==> config.mk <==
export PLATFORM = sky130hd
export DESIGN_NAME = csr_trap_unit
export DESIGN_NICKNAME = d
export VERILOG_FILES = /design/src/rtl/csr_pkg.sv /design/src/rtl/irq_pending.sv /design/src/rtl/csr_trap_unit.sv
export SDC_FILE = /design/constraint.sdc
export NUM_CORES = 1
export LEC_CHECK = 0
export ABC_AREA = 1
export BUFFER_PORTS_ARGS = -buffer_cell sky130_fd_sc_hd__buf_2
export CAP_MARGIN = 20
export CORE_MARGIN = 3
export CORE_UTILIZATION = 56
export DETAILED_ROUTE_END_ITERATION = 6
export PLACE_DENSITY = 0.81
export SETUP_SLACK_MARGIN = 0.4
export SLEW_MARGIN = 0
export SYNTH_ARGS = -nofsm -noshare
export SYNTH_HDL_FRONTEND = slang
export SYNTH_SLANG_ARGS = --single-unit
==> constraint.sdc <==
create_clock -name clk_i -period 1.8 [get_ports clk_i]
set_input_delay 0 -clock clk_i [delete_from_list [all_inputs] [get_ports clk_i]]
set_output_delay 0 -clock clk_i [all_outputs]
set_load 0.02 [all_outputs]
==> src/rtl/csr_pkg.sv <==
// Shared constants for the machine-mode CSR / interrupt trap unit: CSR addresses,
// mstatus bit positions, interrupt bit placement and the trap FSM state type.
package csr_pkg;

    localparam logic [11:0] CSR_MSTATUS  = 12'h300;
    localparam logic [11:0] CSR_MIE      = 12'h304;
    localparam logic [11:0] CSR_MTVEC    = 12'h305;
    localparam logic [11:0] CSR_MSCRATCH = 12'h340;
    localparam logic [11:0] CSR_MEPC     = 12'h341;
    localparam logic [11:0] CSR_MCAUSE   = 12'h342;
    localparam logic [11:0] CSR_MIP      = 12'h344;

    localparam int MSTATUS_MIE_BIT  = 3;
    localparam int MSTATUS_MPIE_BIT = 7;

    // External interrupt channel i lives at mip/mie bit IRQ_BIT_BASE + i.
    localparam int IRQ_BIT_BASE = 16;

    typedef enum logic {
        ST_IDLE = 1'b0,
        ST_TRAP = 1'b1
    } trap_state_e;

    // Cause code reported in mcause (and used for vectoring) for channel chan.
    function automatic logic [4:0] irqCauseCode(input logic [3:0] chan);
        return 5'(IRQ_BIT_BASE) + {1'b0, chan};
    endfunction

endpackage

==> src/rtl/irq_pending.sv <==
// One external interrupt channel: two-flop synchroniser followed by either a
// level-following or a sticky rising-edge pending bit.
module irq_pending #(
    parameter bit EDGE = 1'b0
) (
    input  logic clk_i,
    input  logic rst_ni,
    input  logic irq_i,
    input  logic clear_i,
    output logic pending_o
);

    logic sync1_q;
    logic sync2_q;
    logic pending_q;
    logic pending_d;

    // Bring the asynchronous line into the clock domain.
    always_ff @(posedge clk_i or negedge rst_ni) begin
        if (!rst_ni) begin
            sync1_q <= 1'b0;
            sync2_q <= 1'b0;
        end else begin
            sync1_q <= irq_i;
            sync2_q <= sync1_q;
        end
    end

    // Edge mode latches the rise seen between the sync stages so it appears together with the synchronised level; a set beats a same-cycle clear.
    always_comb begin
        if (EDGE) begin
            pending_d = (sync1_q & ~sync2_q) | (pending_q & ~clear_i);
        end else begin
            pending_d = sync1_q;
        end
    end

    // Pending state register.
    always_ff @(posedge clk_i or negedge rst_ni) begin
        if (!rst_ni) begin
            pending_q <= 1'b0;
        end else begin
            pending_q <= pending_d;
        end
    end

    assign pending_o = pending_q;

endmodule

==> src/rtl/csr_trap_unit.sv <==
// Machine-mode CSR file with external interrupt trap entry, MRET return and
// redirect generation for the pipeline front end.
module csr_trap_unit
    import csr_pkg::*;
#(
    parameter int                 DATA_WIDTH = 32,
    parameter int                 NUM_IRQ    = 4,
    parameter logic [NUM_IRQ-1:0] IRQ_EDGE   = '0
) (
    input  logic                  clk_i,
    input  logic                  rst_ni,
    input  logic [NUM_IRQ-1:0]    irq_i,
    input  logic [11:0]           csr_addr_r_i,
    output logic [DATA_WIDTH-1:0] csr_rdata_o,
    input  logic                  csr_we_i,
    input  logic [11:0]           csr_addr_w_i,
    input  logic [DATA_WIDTH-1:0] csr_wdata_i,
    input  logic [DATA_WIDTH-1:0] pc_i,
    input  logic                  mret_i,
    input  logic                  trap_ack_i,
    output logic                  trap_req_o,
    output logic [DATA_WIDTH-1:0] redirect_pc_o
);

    trap_state_e           state_q;
    logic [4:0]            cause_q;
    logic [NUM_IRQ-1:0]    mieEn_q;
    logic [DATA_WIDTH-1:0] mtvec_q;
    logic [DATA_WIDTH-1:0] mscratch_q;
    logic [DATA_WIDTH-1:0] mepc_q;
    logic [DATA_WIDTH-1:0] mcause_q;
    logic                  mstIe_q;
    logic                  mstPie_q;

    logic [NUM_IRQ-1:0]    pending;
    logic [NUM_IRQ-1:0]    takeable;
    logic [NUM_IRQ-1:0]    grant;
    logic [NUM_IRQ-1:0]    clearPend;
    logic [4:0]            causeCode;
    logic                  takeTrap;
    logic                  mretAct;
    logic [DATA_WIDTH-1:0] vecBase;
    logic [DATA_WIDTH-1:0] trapVector;
    logic [DATA_WIDTH-1:0] mstatusWord;
    logic [DATA_WIDTH-1:0] mieWord;
    logic [DATA_WIDTH-1:0] mipWord;

    logic weMstatus;
    logic weMie;
    logic weMtvec;
    logic weMscratch;
    logic weMepc;
    logic weMcause;

    for (genvar i = 0; i < NUM_IRQ; i++) begin : gen_irq
        irq_pending #(
            .EDGE (IRQ_EDGE[i])
        ) u_irq_pending (
            .clk_i     (clk_i),
            .rst_ni    (rst_ni),
            .irq_i     (irq_i[i]),
            .clear_i   (clearPend[i]),
            .pending_o (pending[i])
        );
    end

    assign takeable = pending & mieEn_q;

    // Lowest-index enabled pending channel wins; scanning downwards lets the last hit be the lowest.
    always_comb begin
        grant     = '0;
        causeCode = '0;
        for (int i = NUM_IRQ - 1; i >= 0; i--) begin
            if (takeable[i]) begin
                grant     = '0;
                grant[i]  = 1'b1;
                causeCode = irqCauseCode(4'(i));
            end
        end
    end

    // MRET has priority over a same-cycle interrupt, which is simply re-evaluated next cycle.
    assign mretAct   = (state_q == ST_IDLE) && mret_i;
    assign takeTrap  = (state_q == ST_IDLE) && mstIe_q && !mret_i && (|takeable);
    assign clearPend = takeTrap ? grant : '0;

    assign weMstatus  = csr_we_i && (csr_addr_w_i == CSR_MSTATUS);
    assign weMie      = csr_we_i && (csr_addr_w_i == CSR_MIE);
    assign weMtvec    = csr_we_i && (csr_addr_w_i == CSR_MTVEC);
    assign weMscratch = csr_we_i && (csr_addr_w_i == CSR_MSCRATCH);
    assign weMepc     = csr_we_i && (csr_addr_w_i == CSR_MEPC);
    assign weMcause   = csr_we_i && (csr_addr_w_i == CSR_MCAUSE);

    // Trap FSM: enter on a taken interrupt, remember its cause for vectoring, leave on acknowledge.
    always_ff @(posedge clk_i or negedge rst_ni) begin
        if (!rst_ni) begin
            state_q <= ST_IDLE;
            cause_q <= '0;
        end else begin
            case (state_q)
                ST_IDLE: begin
                    if (takeTrap) begin
                        state_q <= ST_TRAP;
                        cause_q <= causeCode;
                    end
                end
                ST_TRAP: begin
                    if (trap_ack_i) begin
                        state_q <= ST_IDLE;
                    end
                end
                default: state_q <= ST_IDLE;
            endcase
        end
    end

    // CSR storage; hardware trap-entry updates are applied last so they override software writes.
    always_ff @(posedge clk_i or negedge rst_ni) begin
        if (!rst_ni) begin
            mieEn_q    <= '0;
            mtvec_q    <= '0;
            mscratch_q <= '0;
            mepc_q     <= '0;
            mcause_q   <= '0;
            mstIe_q    <= 1'b0;
            mstPie_q   <= 1'b0;
        end else begin
            if (weMie) begin
                mieEn_q <= csr_wdata_i[IRQ_BIT_BASE +: NUM_IRQ];
            end
            if (weMtvec) begin
                mtvec_q <= csr_wdata_i;
            end
            if (weMscratch) begin
                mscratch_q <= csr_wdata_i;
            end
            if (weMepc) begin
                mepc_q <= {csr_wdata_i[DATA_WIDTH-1:2], 2'b00};
            end
            if (weMcause) begin
                mcause_q <= csr_wdata_i;
            end
            if (weMstatus) begin
                mstIe_q  <= csr_wdata_i[MSTATUS_MIE_BIT];
                mstPie_q <= csr_wdata_i[MSTATUS_MPIE_BIT];
            end
            if (mretAct) begin
                mstIe_q  <= mstPie_q;
                mstPie_q <= 1'b1;
            end
            if (takeTrap) begin
                mepc_q   <= pc_i;
                mcause_q <= {1'b1, {(DATA_WIDTH - 6){1'b0}}, causeCode};
                mstPie_q <= mstIe_q;
                mstIe_q  <= 1'b0;
            end
        end
    end

    // Assemble the sparse architectural views of mstatus, mie and mip.
    always_comb begin
        mstatusWord                                = '0;
        mstatusWord[MSTATUS_MIE_BIT]               = mstIe_q;
        mstatusWord[MSTATUS_MPIE_BIT]              = mstPie_q;
        mieWord                                    = '0;
        mieWord[IRQ_BIT_BASE +: NUM_IRQ]           = mieEn_q;
        mipWord                                    = '0;
        mipWord[IRQ_BIT_BASE +: NUM_IRQ]           = pending;
    end

    // Combinational CSR read port; unmapped addresses read as zero.
    always_comb begin
        csr_rdata_o = '0;
        case (csr_addr_r_i)
            CSR_MSTATUS:  csr_rdata_o = mstatusWord;
            CSR_MIE:      csr_rdata_o = mieWord;
            CSR_MTVEC:    csr_rdata_o = mtvec_q;
            CSR_MSCRATCH: csr_rdata_o = mscratch_q;
            CSR_MEPC:     csr_rdata_o = mepc_q;
            CSR_MCAUSE:   csr_rdata_o = mcause_q;
            CSR_MIP:      csr_rdata_o = mipWord;
            default:      csr_rdata_o = '0;
        endcase
    end

    assign vecBase    = {mtvec_q[DATA_WIDTH-1:2], 2'b00};
    assign trapVector = (mtvec_q[1:0] == 2'b01) ? (vecBase + (DATA_WIDTH'(cause_q) << 2)) : vecBase;

    // Redirect target: trap vector while requesting, saved mepc during an accepted MRET, else zero.
    always_comb begin
        redirect_pc_o = '0;
        if (state_q == ST_TRAP) begin
            redirect_pc_o = trapVector;
        end else if (mret_i) begin
            redirect_pc_o = mepc_q;
        end
    end

    assign trap_req_o = (state_q == ST_TRAP);

endmodule

==> results of run 1 <==
-- synth_stat cells, types with 2 or more instances --
library cell	n
clkbuf_1	11
xnor2_1	2
buf_2	22
nand3_2	2
nor2_1	84
buf_6	10
o22ai_1	6
nor2_2	3
nor3_1	4
dfrtp_1	146
ha_1	3
o21ai_2	38
nand3_1	79
nand2_1	445
o21bai_1	6
buf_4	6
o21ai_1	36
inv_2	5
o2111ai_1	25
inv_1	126
o21ai_0	59
a21oi_1	6
nor4_4	2
nand4_1	13
-- what timing repair did --
item                                   in CTS
endpoints found under the hold margin     221
gates cloned                               15
pin swaps                                  89
buffers inserted                           46
hold buffers                               70
gates resized for setup                   334
setup endpoints to repair                 121
-- logic make-up after synthesis --
group | count (synthesis) | share of synthesized area (%)
flops | 146 | 43.9
simple gates | 640 | 31.7
buf+inv | 181 | 9.66
xor+xnor | 2 | 0.210
compound gates | 178 | 13.9
fa+ha+maj | 4 | 0.691
-- per-stage QoR --
step / cells / util, %
2_1_floorplan: 1151 / -
3_3_place_gp: 1483 / 67.9
3_5_place_dp: 1483 / 67.9
4_1_cts: 1646 / 90.3
==> impl_metrics.json, run 1 <==
{
  "synth_flop_cell": "dfrtp_1",
  "synth_fp_nets": 1252,
  "die_y_um": 128,
  "grt_max_degree": 65,
  "cts.sinks": 146,
  "num_rows": 43,
  "yosysTopAreaCell": "dfrtp_1",
  "netlist_top_cells_area": "dfrtp_1 44%, nand2_1 20%, inv_1 5.7%, nand3_1 4.7%, o21ai_2 4.0%",
  "synth_warnings": 0,
  "synth_edf_count": 0,
  "die_width_um": 128,
  "syn_area_mm2": 0.00833,
  "gp_congestion": 0.943,
  "crit_endpoint": "redirect_pc_o[14]",
  "synth_top_area_share_pct": 43.9,
  "netlist_instances": 1151,
  "cts_made_buffers": 17,
  "run_status": "did not finish",
  "ys_seq_area_share_pct": 43.9,
  "synth_cell_types": 36,
  "ys_ff_latch": 146,
  "ios": 162,
  "hpwl_mm": 17.4,
  "syn_area_per_cell_um2": 7.24,
  "root_buffer": "clkbuf_16",
  "lastStage": "5_1_grt",
  "h-tree-depth": 4,
  "async_flop_share_pct": 100,
  "error_line": "[ERROR DPL-0038] Utilization greater than 100%, impossible to legalize",
  "initial_core_util_pct": 58.6,
  "placed_area_mm2": 0.00965,
  "endpoint_type": "output port",
  "port_buffers": 161,
  "preCtsSetupSlack_ns": -0.0962,
  "cts_buffer_depth": 2
}
==> run 2: changes to the inputs <==
--- a/config.mk
+++ b/config.mk
@@ -9,10 +9,9 @@
 export BUFFER_PORTS_ARGS = -buffer_cell sky130_fd_sc_hd__buf_2
 export CAP_MARGIN = 20
 export CORE_MARGIN = 3
-export CORE_UTILIZATION = 56
+export CORE_UTILIZATION = 40
 export DETAILED_ROUTE_END_ITERATION = 6
-export PLACE_DENSITY = 0.81
-export SETUP_SLACK_MARGIN = 0.4
+export PLACE_DENSITY_LB_ADDON = 0.15
 export SLEW_MARGIN = 0
 export SYNTH_ARGS = -nofsm -noshare
 export SYNTH_HDL_FRONTEND = slang
==> impl_metrics.json, run 2 <==
{
  "synth_flop_cell": "dfrtp_1",
  "gr-total-overflow": 0,
  "groute.usage.overall_pct": 25.3,
  "fill_cells": 1875,
  "vias": 8608,
  "finalNonFillerCells": 1727,
  "h-tree-depth": 4,
  "fmax_mhz": 437,
  "post-route-util_pct": 58.7,
  "arrival_ns": 2.29,
  "synth_warnings": 0,
  "clk_pin_slew_ns": 0.06,
  "fin_ws_ns": -0.488,
  "cts_tree": "built",
  "slew_headroom_pct": 49.8,
  "drt_iter0_drc": 565,
  "yosysMostFrequentCell": "nand2_1",
  "syn_area_per_cell_um2": 7.24,
  "synth_fp_nets": 1252,
  "power.density_mw_per_mm2": 662,
  "fin_crit_sh_pct": 127,
  "crit_path_start_kind": "flip-flop",
  "num_rows": 52,
  "rsz0062_at_grt": "yes",
  "ys_seq_area_share_pct": 43.9,
  "antenna_found_initial": 0,
  "syn_area_mm2": 0.00833,
  "ir_worst_vdd_v": 0.000556,
  "die_y_um": 150,
  "die_area_mm2": 0.0226,
  "holdWs_ns": 0.0457,
  "core-area_mm2": 0.0204,
  "clock_latency_ns": 0.43,
  "dr.pass1.iters": 5,
  "ios": 162,
  "total_power_w": 0.00791,
  "worstPathMaxFanout": 3,
  "cts.sinks": 146,
  "worstMarginPinSlew_ns": 0.754,
  "max_cap_violations": 0,
  "initial_core_util_pct": 40.9,
  "multi_input_area_mm2": 0.00430,
  "netlist_top_cells_area": "dfrtp_1 44%, nand2_1 20%, inv_1 5.7%, nand3_1 4.7%, o21ai_2 4.0%",
  "leakage_nw": 5.97,
  "grt_max_degree": 65,
  "grt_pass1_wl_mm": 44.8,
  "path_class": "reg2out",
  "syn_to_final_growth_pct": 43.5,
  "layout_commonest_cell": "nand2_1",
  "setup_viol": 29,
  "most-common-layout-cells": "409 x nand2_1, 145 x dfrtp_1, 131 x buf_2, 120 x inv_1, 77 x buf_4",
  "drive_gt1_share_pct": 29.6,
  "root_buffer": "clkbuf_16",
  "netlist_instances": 1151,
  "drc_errors": 0,
  "async_flop_share_pct": 100,
  "dp_cells": 1610,
  "port_buffers": 161,
  "hold_class": "in2reg",
  "first_global_vias": 8638,
  "regArea_mm2": 0.00365,
  "die_width_um": 150,
  "synth_edf_count": 0,
  "nNetsFinal": 1545,
  "cp-end-kind": "primary output",
  "cts_made_buffers": 17,
  "ys_ff_latch": 146,
  "run_status": "complete, but fails checks",
  "synthTopCellsByCount": "445 x nand2_1, 146 x dfrtp_1, 126 x inv_1, 84 x nor2_1, 79 x nand3_1",
  "slew_viol_final": 0,
  "wl_per_cell_um": 16.4,
  "viasPerCell": 4.98,
  "ant_nets": 0,
  "fin_crit_ns": 2.29,
  "wl_mm": 28.4,
  "gp_congestion": 0.890,
  "failed_checks": "setup timing",
  "finalHoldViolCount": 0,
  "fin_worst_skew_ns": 0.00984,
  "crit_required_ns": 1.80,
  "synth_cell_types": 36,
  "synth_top_area_share_pct": 43.9,
  "cts_buffer_depth": 2,
  "yosysTopAreaCell": "dfrtp_1",
  "hpwl_mm": 19.4,
  "preCtsSetupSlack_ns": -0.244,
  "diodes": 0
}
[run 2: cell counts after synthesis]
No cell type changed its count.
[run 2: per-stage QoR]
step                      setup TNS, ns  cell area (um2)
final                            -10.93            12000
after global routing             -14.16            12000
after CTS                        -10.80            11700
after detailed placement          -2.59             9870
after global placement            -2.10             9870
after floorplan                       0             8330
[run 2: routing by layer]
layer	share of wire, %	global-route usage [%]	vias up
met1	45	35.4	4068
met4	1.1	6.31	0
met3	5.2	4.21	22
li1	-	-	4269
met2	48	41.2	249
met5	0	0	-
[run 2: power breakdown]
group / total, W / internal, W / leakage, nW / switching (W)
combinational: 0.000672 / 0.000315 / 3.82 / 0.000357
clock: 0.00381 / 0.00236 / 0.299 / 0.00145
sequential: 0.00343 / 0.00338 / 1.86 / 0.0000505
[run 2: path summary, 6_finish.rpt]
path	start	end	slack (ns)	cells past startpoint
max reg2reg	trap_req_o	mepc_q[19]	0.18	7
max in group asynchronous	rst_ni	mieEn_q[3]	1.06	3
min	csr_addr_w_i[5]	mstPie_q	0.05	5
min in group asynchronous	rst_ni	mepc_q[29]	0.07	2
max	cause_q[0]	redirect_pc_o[14]	-0.49	11
min reg2reg	gen_irq[2].u_irq_pending.pending_d	gen_irq[2].u_irq_pending.pending_o	0.35	0
[run 2: layout make-up]
cell class / count / area share, %
Clock inverter: 13 / 1.54
Clock buffer: 19 / 3.71
Inverter: 131 / 4.21
Sequential cell: 146 / 30.6
Timing Repair Buffer: 324 / 21.2
Multi-Input combinational cell: 824 / 36.0
Tap cell: 270 / 2.83
[run 2: cell families after synthesis]
logic type      share of synthesized area [%]
compound gates                           13.9
xor+xnor                                0.210
fa+ha+maj                               0.691
buf+inv                                  9.66
flops                                    43.9
simple gates                             31.7
[run 2: timing repair]
action	in CTS	in global routing
endpoints found under the hold margin	260	0
setup buffers	5	9
resized for setup	141	54
endpoints found under the setup margin	30	30
pin swaps	34	27
hold buffers	71	0
[run 2: worst max-delay path: stages, from the launching register on]
cell	delay (ns)
dfrtp_1	0.39
ha_2	0.20
fa_2	0.37
nand3_4	0.13
nor2_2	0.05
nor2_2	0.11
nor2_2	0.07
buf_6	0.12
nand4_1	0.07
nand3_2	0.12
nand2_2	0.10
buf_6	0.12
Note: power is estimated with default switching activity, not from simulation.
